$ cat src/rtl/block_read_reducer.sv
// Block-read consumer: requests one block from the multiplier, reduces the beats to
// sum/max/min/count and holds the result until the consumer takes it.
module block_read_reducer #(
  parameter int WIDTH     = 32,
  parameter int DEPTH     = 64,
  parameter int ACC_WIDTH = WIDTH + 6,
  parameter int TIMEOUT   = 16
) (
  input  logic                       clk,
  input  logic                       rst,
  input  logic                       EN_reduce,
  output logic                       RDY_reduce,
  output logic                       EN_blockRead,
  input  logic                       VALID_memVal,
  input  logic [WIDTH-1:0]           memVal_data,
  output logic                       VALID_result,
  input  logic                       EN_resultTaken,
  output logic [ACC_WIDTH-1:0]       result_sum,
  output logic [WIDTH-1:0]           result_max,
  output logic [WIDTH-1:0]           result_min,
  output logic [$clog2(DEPTH):0]     result_count,
  output logic                       ERR_timeout
);

  localparam int CNT_W = $clog2(DEPTH) + 1;
  localparam int WD_W  = $clog2(TIMEOUT + 1);

  typedef enum logic [1:0] {IDLE, REQ, COLLECT, DONE} state_t;

  state_t               state_q, state_d;
  logic [ACC_WIDTH-1:0] sum_q, sum_d;
  logic [WIDTH-1:0]     max_q, max_d;
  logic [WIDTH-1:0]     min_q, min_d;
  logic [CNT_W-1:0]     count_q, count_d;
  logic [WD_W-1:0]      wd_q, wd_d;
  logic                 err_q, err_d;

  always_ff @(posedge clk) begin
    if (rst) begin
      state_q <= IDLE;
      sum_q   <= '0;
      max_q   <= '0;
      min_q   <= '1;
      count_q <= '0;
      wd_q    <= '0;
      err_q   <= 1'b0;
    end else begin
      state_q <= state_d;
      sum_q   <= sum_d;
      max_q   <= max_d;
      min_q   <= min_d;
      count_q <= count_d;
      wd_q    <= wd_d;
      err_q   <= err_d;
    end
  end

  always_comb begin
    state_d = state_q;
    sum_d   = sum_q;
    max_d   = max_q;
    min_d   = min_q;
    count_d = count_q;
    wd_d    = wd_q;
    err_d   = err_q;
    case (state_q)
      IDLE: begin
        if (EN_reduce) begin
          state_d = REQ;
          sum_d   = '0;
          max_d   = '0;
          min_d   = '1;
          count_d = '0;
          wd_d    = '0;
          err_d   = 1'b0;
        end
      end
      REQ: state_d = COLLECT;
      COLLECT: begin
        if (VALID_memVal) begin
          sum_d   = sum_q + ACC_WIDTH'(memVal_data);
          if (memVal_data > max_q) max_d = memVal_data;
          if (memVal_data < min_q) min_d = memVal_data;
          count_d = count_q + CNT_W'(1);
          wd_d    = '0;
          if (count_q == CNT_W'(DEPTH - 1)) state_d = DONE;
        end else begin
          // Watchdog expiry keeps whatever partial reduction was gathered.
          wd_d = wd_q + WD_W'(1);
          if (wd_q == WD_W'(TIMEOUT - 1)) begin
            state_d = DONE;
            err_d   = 1'b1;
          end
        end
      end
      DONE: begin
        if (EN_resultTaken) begin
          state_d = IDLE;
          err_d   = 1'b0;
        end
      end
      default: state_d = IDLE;
    endcase
  end

  assign RDY_reduce   = (state_q == IDLE);
  assign EN_blockRead = (state_q == REQ);
  assign VALID_result = (state_q == DONE);
  assign result_sum   = sum_q;
  assign result_max   = max_q;
  assign result_min   = min_q;
  assign result_count = count_q;
  assign ERR_timeout  = err_q;

endmodule

$ cat config.mk
export PLATFORM = sky130hd
export DESIGN_NAME = block_read_reducer
export DESIGN_NICKNAME = d
export VERILOG_FILES = /design/src/rtl/block_read_reducer.sv
export SDC_FILE = /design/constraint.sdc
export NUM_CORES = 1
export LEC_CHECK = 0
export ABC_AREA = 0
export CAP_MARGIN = 10
export CORE_ASPECT_RATIO = 1.2
export CORE_MARGIN = 2
export CORE_UTILIZATION = 35
export DETAILED_ROUTE_END_ITERATION = 10
export SETUP_SLACK_MARGIN = 0.5
export SLEW_MARGIN = 25
export SYNTH_ARGS = -nofsm -noshare
export SYNTH_HDL_FRONTEND = slang
export SYNTH_SLANG_ARGS = --single-unit
$ cat constraint.sdc
create_clock -name clk -period 6.99 [get_ports clk]
set_input_delay 0.699 -clock clk [delete_from_list [all_inputs] [get_ports clk]]
set_output_delay 0.699 -clock clk [all_outputs]
set_load 0.1 [all_outputs]
# Word-level counts from Yosys, hierarchy flattened
# Cells that the tools add are included.
classes:
  add_sub_neg: 3
  multipliers: 0
  div: 0
  n_lt_le_gt_ge: 2
  n_eq_ne: 14
  shifts: 0
  muxes: 28
  bitwise: 0
  n_reduce_logical: 9
op_table:
  columns: ["operator", "n"]
  rows:
  - ["$mux W32", 6]
  - ["$pmux W32 S2", 2]
  - ["$mux W38", 2]
  - ["$pmux W38 S2", 1]
  - ["$add A38 B32 Y38", 1]
  - ["$gt A32 B32 Y1", 1]
  - ["$lt A32 B32 Y1", 1]
  - ["$mux W7", 2]
  - ["$pmux W7 S2", 1]
  - ["$ne A2 B2 Y1 const B", 6]
  - ["$reduce_and A4 Y1", 3]
  - ["$mux W2", 5]
  - ["$mux W5", 2]
  - ["$pmux W5 S2", 1]
  - ["$pmux W2 S4", 1]
  - ["$add A7 B1 Y7 const B", 1]
  - ["$eq A7 B6 Y1 const B", 1]
  - ["$ne A3 B3 Y1 const B", 2]
  - ["$add A5 B1 Y5 const B", 1]
  - ["$eq A5 B4 Y1 const B", 1]
  - ["$reduce_and A5 Y1", 1]
  - ["$eq A2 B2 Y1 const B", 2]
  - ["$mux W1", 4]
  - ["$pmux W1 S3", 1]
  - ["other kinds (7)", 7]
totals:
  register_bits: 117
  latch_bits: 0
  ramBits: 0
  romBits: 0
  input_bits: 37
  out_inout_bits: 113
  elab_cells: 63
  memories: 0

# Logic depth before layout (Yosys ltp)
logic_depth:
  word_depth: 4
  ltp_mapped: 12
  ltp_nobuf: 12

# Least setup slack after synthesis
# Ideal clock, no wire load.
synth_path:
  path_kind: "register -> register"
  from: "reg sum_q[0], in the netlist result_sum[0]"
  to: "reg sum_q[36], in the netlist result_sum[36]"
  setup_time_ns: 0.116
  t_arrival_ns: 3.364
  required_ns: 6.874
  setup_slack_ns: 3.510
  stages_incl_launch_ff: 13
  synth_period_minus_slack_ns: 3.480
  path_cell_list: "dfxtp_1 ha_1 inv_1 fa_1 nor2b_1 o21ai_0 o21ai_1 a31oi_1 o31ai_1 a31o_2 a31o_2 a31oi_1 a41o_1"
synth_via:
  elab_chain_cells: 3
synth_rtl:
  columns: ["item", "line", "text"]
  rows:
  - ["start: declaration", "31", "logic [ACC_WIDTH-1:0] sum_q, sum_d;"]
  - ["start signal: assignment", "49", "sum_q <= sum_d;"]
  - ["$add A38 B32 Y38", "81", "sum_d = sum_q + ACC_WIDTH'(memVal_data);"]
  - ["$mux W38", "80", "if (VALID_memVal) begin"]
  - ["$pmux W38 S2", "66", "case (state_q)"]
# No other way between the ends. The select of a mux whose other input is x is not followed.
# A chain may end at the register's enable or synchronous reset.

# Final worst setup path
layout_path:
  from: "in memVal_data[9]"
  to: "reg min_q[2], in the netlist result_min[2]"
layout_via:
  elab_chain_cells: 3
layout_rtl:
  columns: ["item", "line", "text"]
  rows:
  - ["start: declaration", "15", "input logic [WIDTH-1:0] memVal_data,"]
  - ["$lt A32 B32 Y1", "83", "if (memVal_data < min_q) min_d = memVal_data;"]
  - ["$ne A2 B2 Y1 (no line)", null, null]
  - ["$reduce_and A4 Y1 (no line)", null, null]
  - ["end signal: assignment", "51", "min_q <= min_d;"]
  - ["end: declaration", "33", "logic [WIDTH-1:0] min_q, min_d;"]
# No other way between the ends.

==> flow_summary.ini <==
[power_and_ir_drop]
p_switching_mw = 0.995
seq_power_share_pct = 27.9
p_leak_nw = 4.70
p_per_area_mw_per_mm2 = 257
pwr-share-comb_pct = 34.8
clkPwrFrac_pct = 37.4
vdd_drop_max_v = 0.000275
internal_power_mw = 1.63
p_sw_share_pct = 37.9

[clock_network]
post_cts_buffers = 0
cts.clk_slew.worst_paths_ns = 0.06
cts_max_level = 4
ctsHoldBuffers = 0
cts-resized-gates = 0
cts_root_buf = clkbuf_16
clk_latency_ns = 0.42
clockBufferDepth = 2
cts_tree = done
cts_sinks = 117
cts_buffers = 17

[logic_synthesis]
synth-seq-area-share_pct = 29.8
synth_area_per_cell_um2 = 8.52
synth_edf_count = 0
synthCells = 922
syn_nets = 1062
syn_area_mm2 = 0.00786
synth-async-reset-ratio_pct = 0
ys_types = 67
yosysWarnings = 0
synth_seq_cells = 117
ys.flop_type = dfxtp_1

[final_layout]
antenna_cells = 0
fin_nets = 1196
drive_gt1_share_pct = 5.14
fill_cells = 2205
syn_to_final_growth_pct = 29.8

[setup_path]
arrival_ns = 4.18
required_ns = 7.28
worstSetupEndpoint = result_min[2]
critPathLaunchType = input port
critPathKind = in2reg
crit_start = memVal_data[9]
reg2reg_to = result_min[2]
cp_max_fo = 24
reg2reg_setup_slack_ns = 3.52
end_kind = register
worstReg2RegStart = state_q[0]
worstRegToRegCells = 9

[sta]
timing.fmax_mhz = 257
finalSetupTns_ns = 0
fin_crit_sh_pct = 55.7
hold_viol_final = 0
skew_ns = 0.0101
rsz0062_at_grt = no
final_max_slew_viol_count = 0
tightest_slew_ns = 1.06
setup_viol = 0
fin_crit_ns = 3.89
max-slew-margin-rel_pct = 29.2
whs_ns = 0.472

[placement]
place_hpwl_um = 16900
portBuffers = 149
place.gp.congestion = 0.838

[global_route]
use_met2_pct = 33.5
grtUsageMet1_pct = 23.9
busiest_layer = met2
grt_pass1_wl_um = 36000
grt-ovfl-total = 0
use_met3_pct = 3.58
grt_pass1_vias = 6907
grt_max_degree = 44
track_usage_pct = 19.2
antenna_found_initial = 0

[run]
maxCapViolations = 0

[route]
firstDrtPassIters = 4
wl_per_cell_um = 16.6
viasPerCell = 5.10
route.final.wire_length_um = 22300
vias = 6881
drcViolationCount = 0
ant_nets = 0
drt_iter0_markers = 321

[worst_hold_path]
hold_path.class = reg2reg
holdCritStartpoint = result_max[3]

[floorplan]
ios = 150
die_w_um = 141
core_mm2 = 0.0222
die_area_mm2 = 0.0237
start_util_pct = 35.4
rows = 60
die_h_um = 168

[outcome]
outcome = finished clean
kinds of logic (layout without fill, tap and decap cells):
logic type / count (synthesis) / count (layout) / synth area share (%)
DFF: 117 / 117 / 29.8
buffers and inverters: 119 / 266 / 6.96
and+or+nand+nor: 261 / 261 / 14.6
AOI/OAI and AO/OA: 219 / 219 / 19.6
adders and majority gates: 103 / 103 / 16.5
muxes: 66 / 66 / 8.40
xor gates and xnor gates: 37 / 37 / 4.12
layout by cell type (no fill, tap or decap), drive strengths merged, types with 6 or more instances in the layout:
cell type	count
a211o	6
a211oi	9
a21o	44
a21oi	51
a22o	26
a31oi	10
and3	6
buf	7
clkbuf	23
clkdlybuf4s50	149
dfxtp	117
ha	102
inv	78
mux2i	66
nand2	96
nand2b	6
nand3	10
nand4	22
nor2	96
nor2b	8
nor3	6
o211ai	6
o21ai	32
xnor2	16
xor2	21
power groups by stage:
stage / Combinational (mW) / Clock [mW] / Sequential, mW
6_report: 0.914 / 0.982 / 0.732
5_1_grt: 0.988 / 1.03 / 0.737
4_1_cts: 0.926 / 0.996 / 0.733
3_5_place_dp: 0.922 / 0 / 0.747
3_3_place_gp: 0.921 / 0 / 0.747
2_1_floorplan: 0.510 / 0 / 0.909
worst max-delay path, cell delays in order:
cell and delay, ns:
clkdlybuf4s50_1 0.51, ha_1 0.36, a21o_1 0.17, a211o_1 0.32, a2111oi_0 0.29, o21ai_0 0.19, o311ai_0 0.23, nand4_1 0.68
buf_4 0.51, mux2i_1 0.17
synthesized netlist by cell type (all sizes together) (16+ instances only):
library cell  number  area share, %
dfxtp            117             30
ha               102             16
nand2             96            4.7
nor2              96            4.6
inv               78            3.7
mux2i             66            8.4
a21oi             51            3.4
a21o              44            4.2
o21ai             32            2.1
clkbuf            27            1.8
a22o              26            2.9
nand4             22            1.8
xor2              21            2.3
xnor2             16            1.8
flip-flops by register name, summed over array words and instances (netlist names):
signal / flops
wd_q: 5
result_min: 32
result_max: 32
result_sum: 38
state_q: 2
result_count: 7
ERR_timeout: 1
routing by layer:
layer,vias to the layer above,share of wire [%]
met5,-,0
met2,121,50
met1,3205,45
met3,24,3.6
li1,3531,-
met4,0,1.5
how the worst min path moves through the flow:
stage                      to  slack, ns  cells after the start
4_1_cts        result_sum[31]       0.47                      2
2_1_floorplan         wd_q[1]       0.45                      2
5_1_grt        result_max[17]       0.48                      2
6_report        result_max[3]       0.47                      2
3_5_place_dp    result_max[3]       0.46                      2
3_3_place_gp          wd_q[1]       0.46                      2
stage by stage:
stage / util [%] / setup WS [ns] / area [um^2] / std cells / power [mW]
final: 45.9 / 3.10 / 10200 / 1348 / 2.63
after global routing: 45.9 / 2.98 / 10200 / 1348 / 2.76
after CTS: 45.9 / 3.05 / 10200 / 1348 / 2.65
after detailed placement: 43.0 / 2.64 / 9560 / 1316 / 1.67
after global placement: 43.0 / 2.73 / 9560 / 1316 / 1.67
after floorplan: - / 3.51 / 7860 / 922 / 1.42
area by class of cell:
type | instances | area (um^2) | share of cell area (%)
tap | 279 | 349 | 3.42
inverter | 78 | 293 | 2.87
clock inverter | 9 | 173 | 1.69
sequential | 117 | 2340 | 22.9
timing repair buffer | 156 | 1540 | 15.1
clock buffer | 23 | 478 | 4.68
multi-input combinational | 686 | 5030 | 49.3
Power figures use the tool's default switching activity.
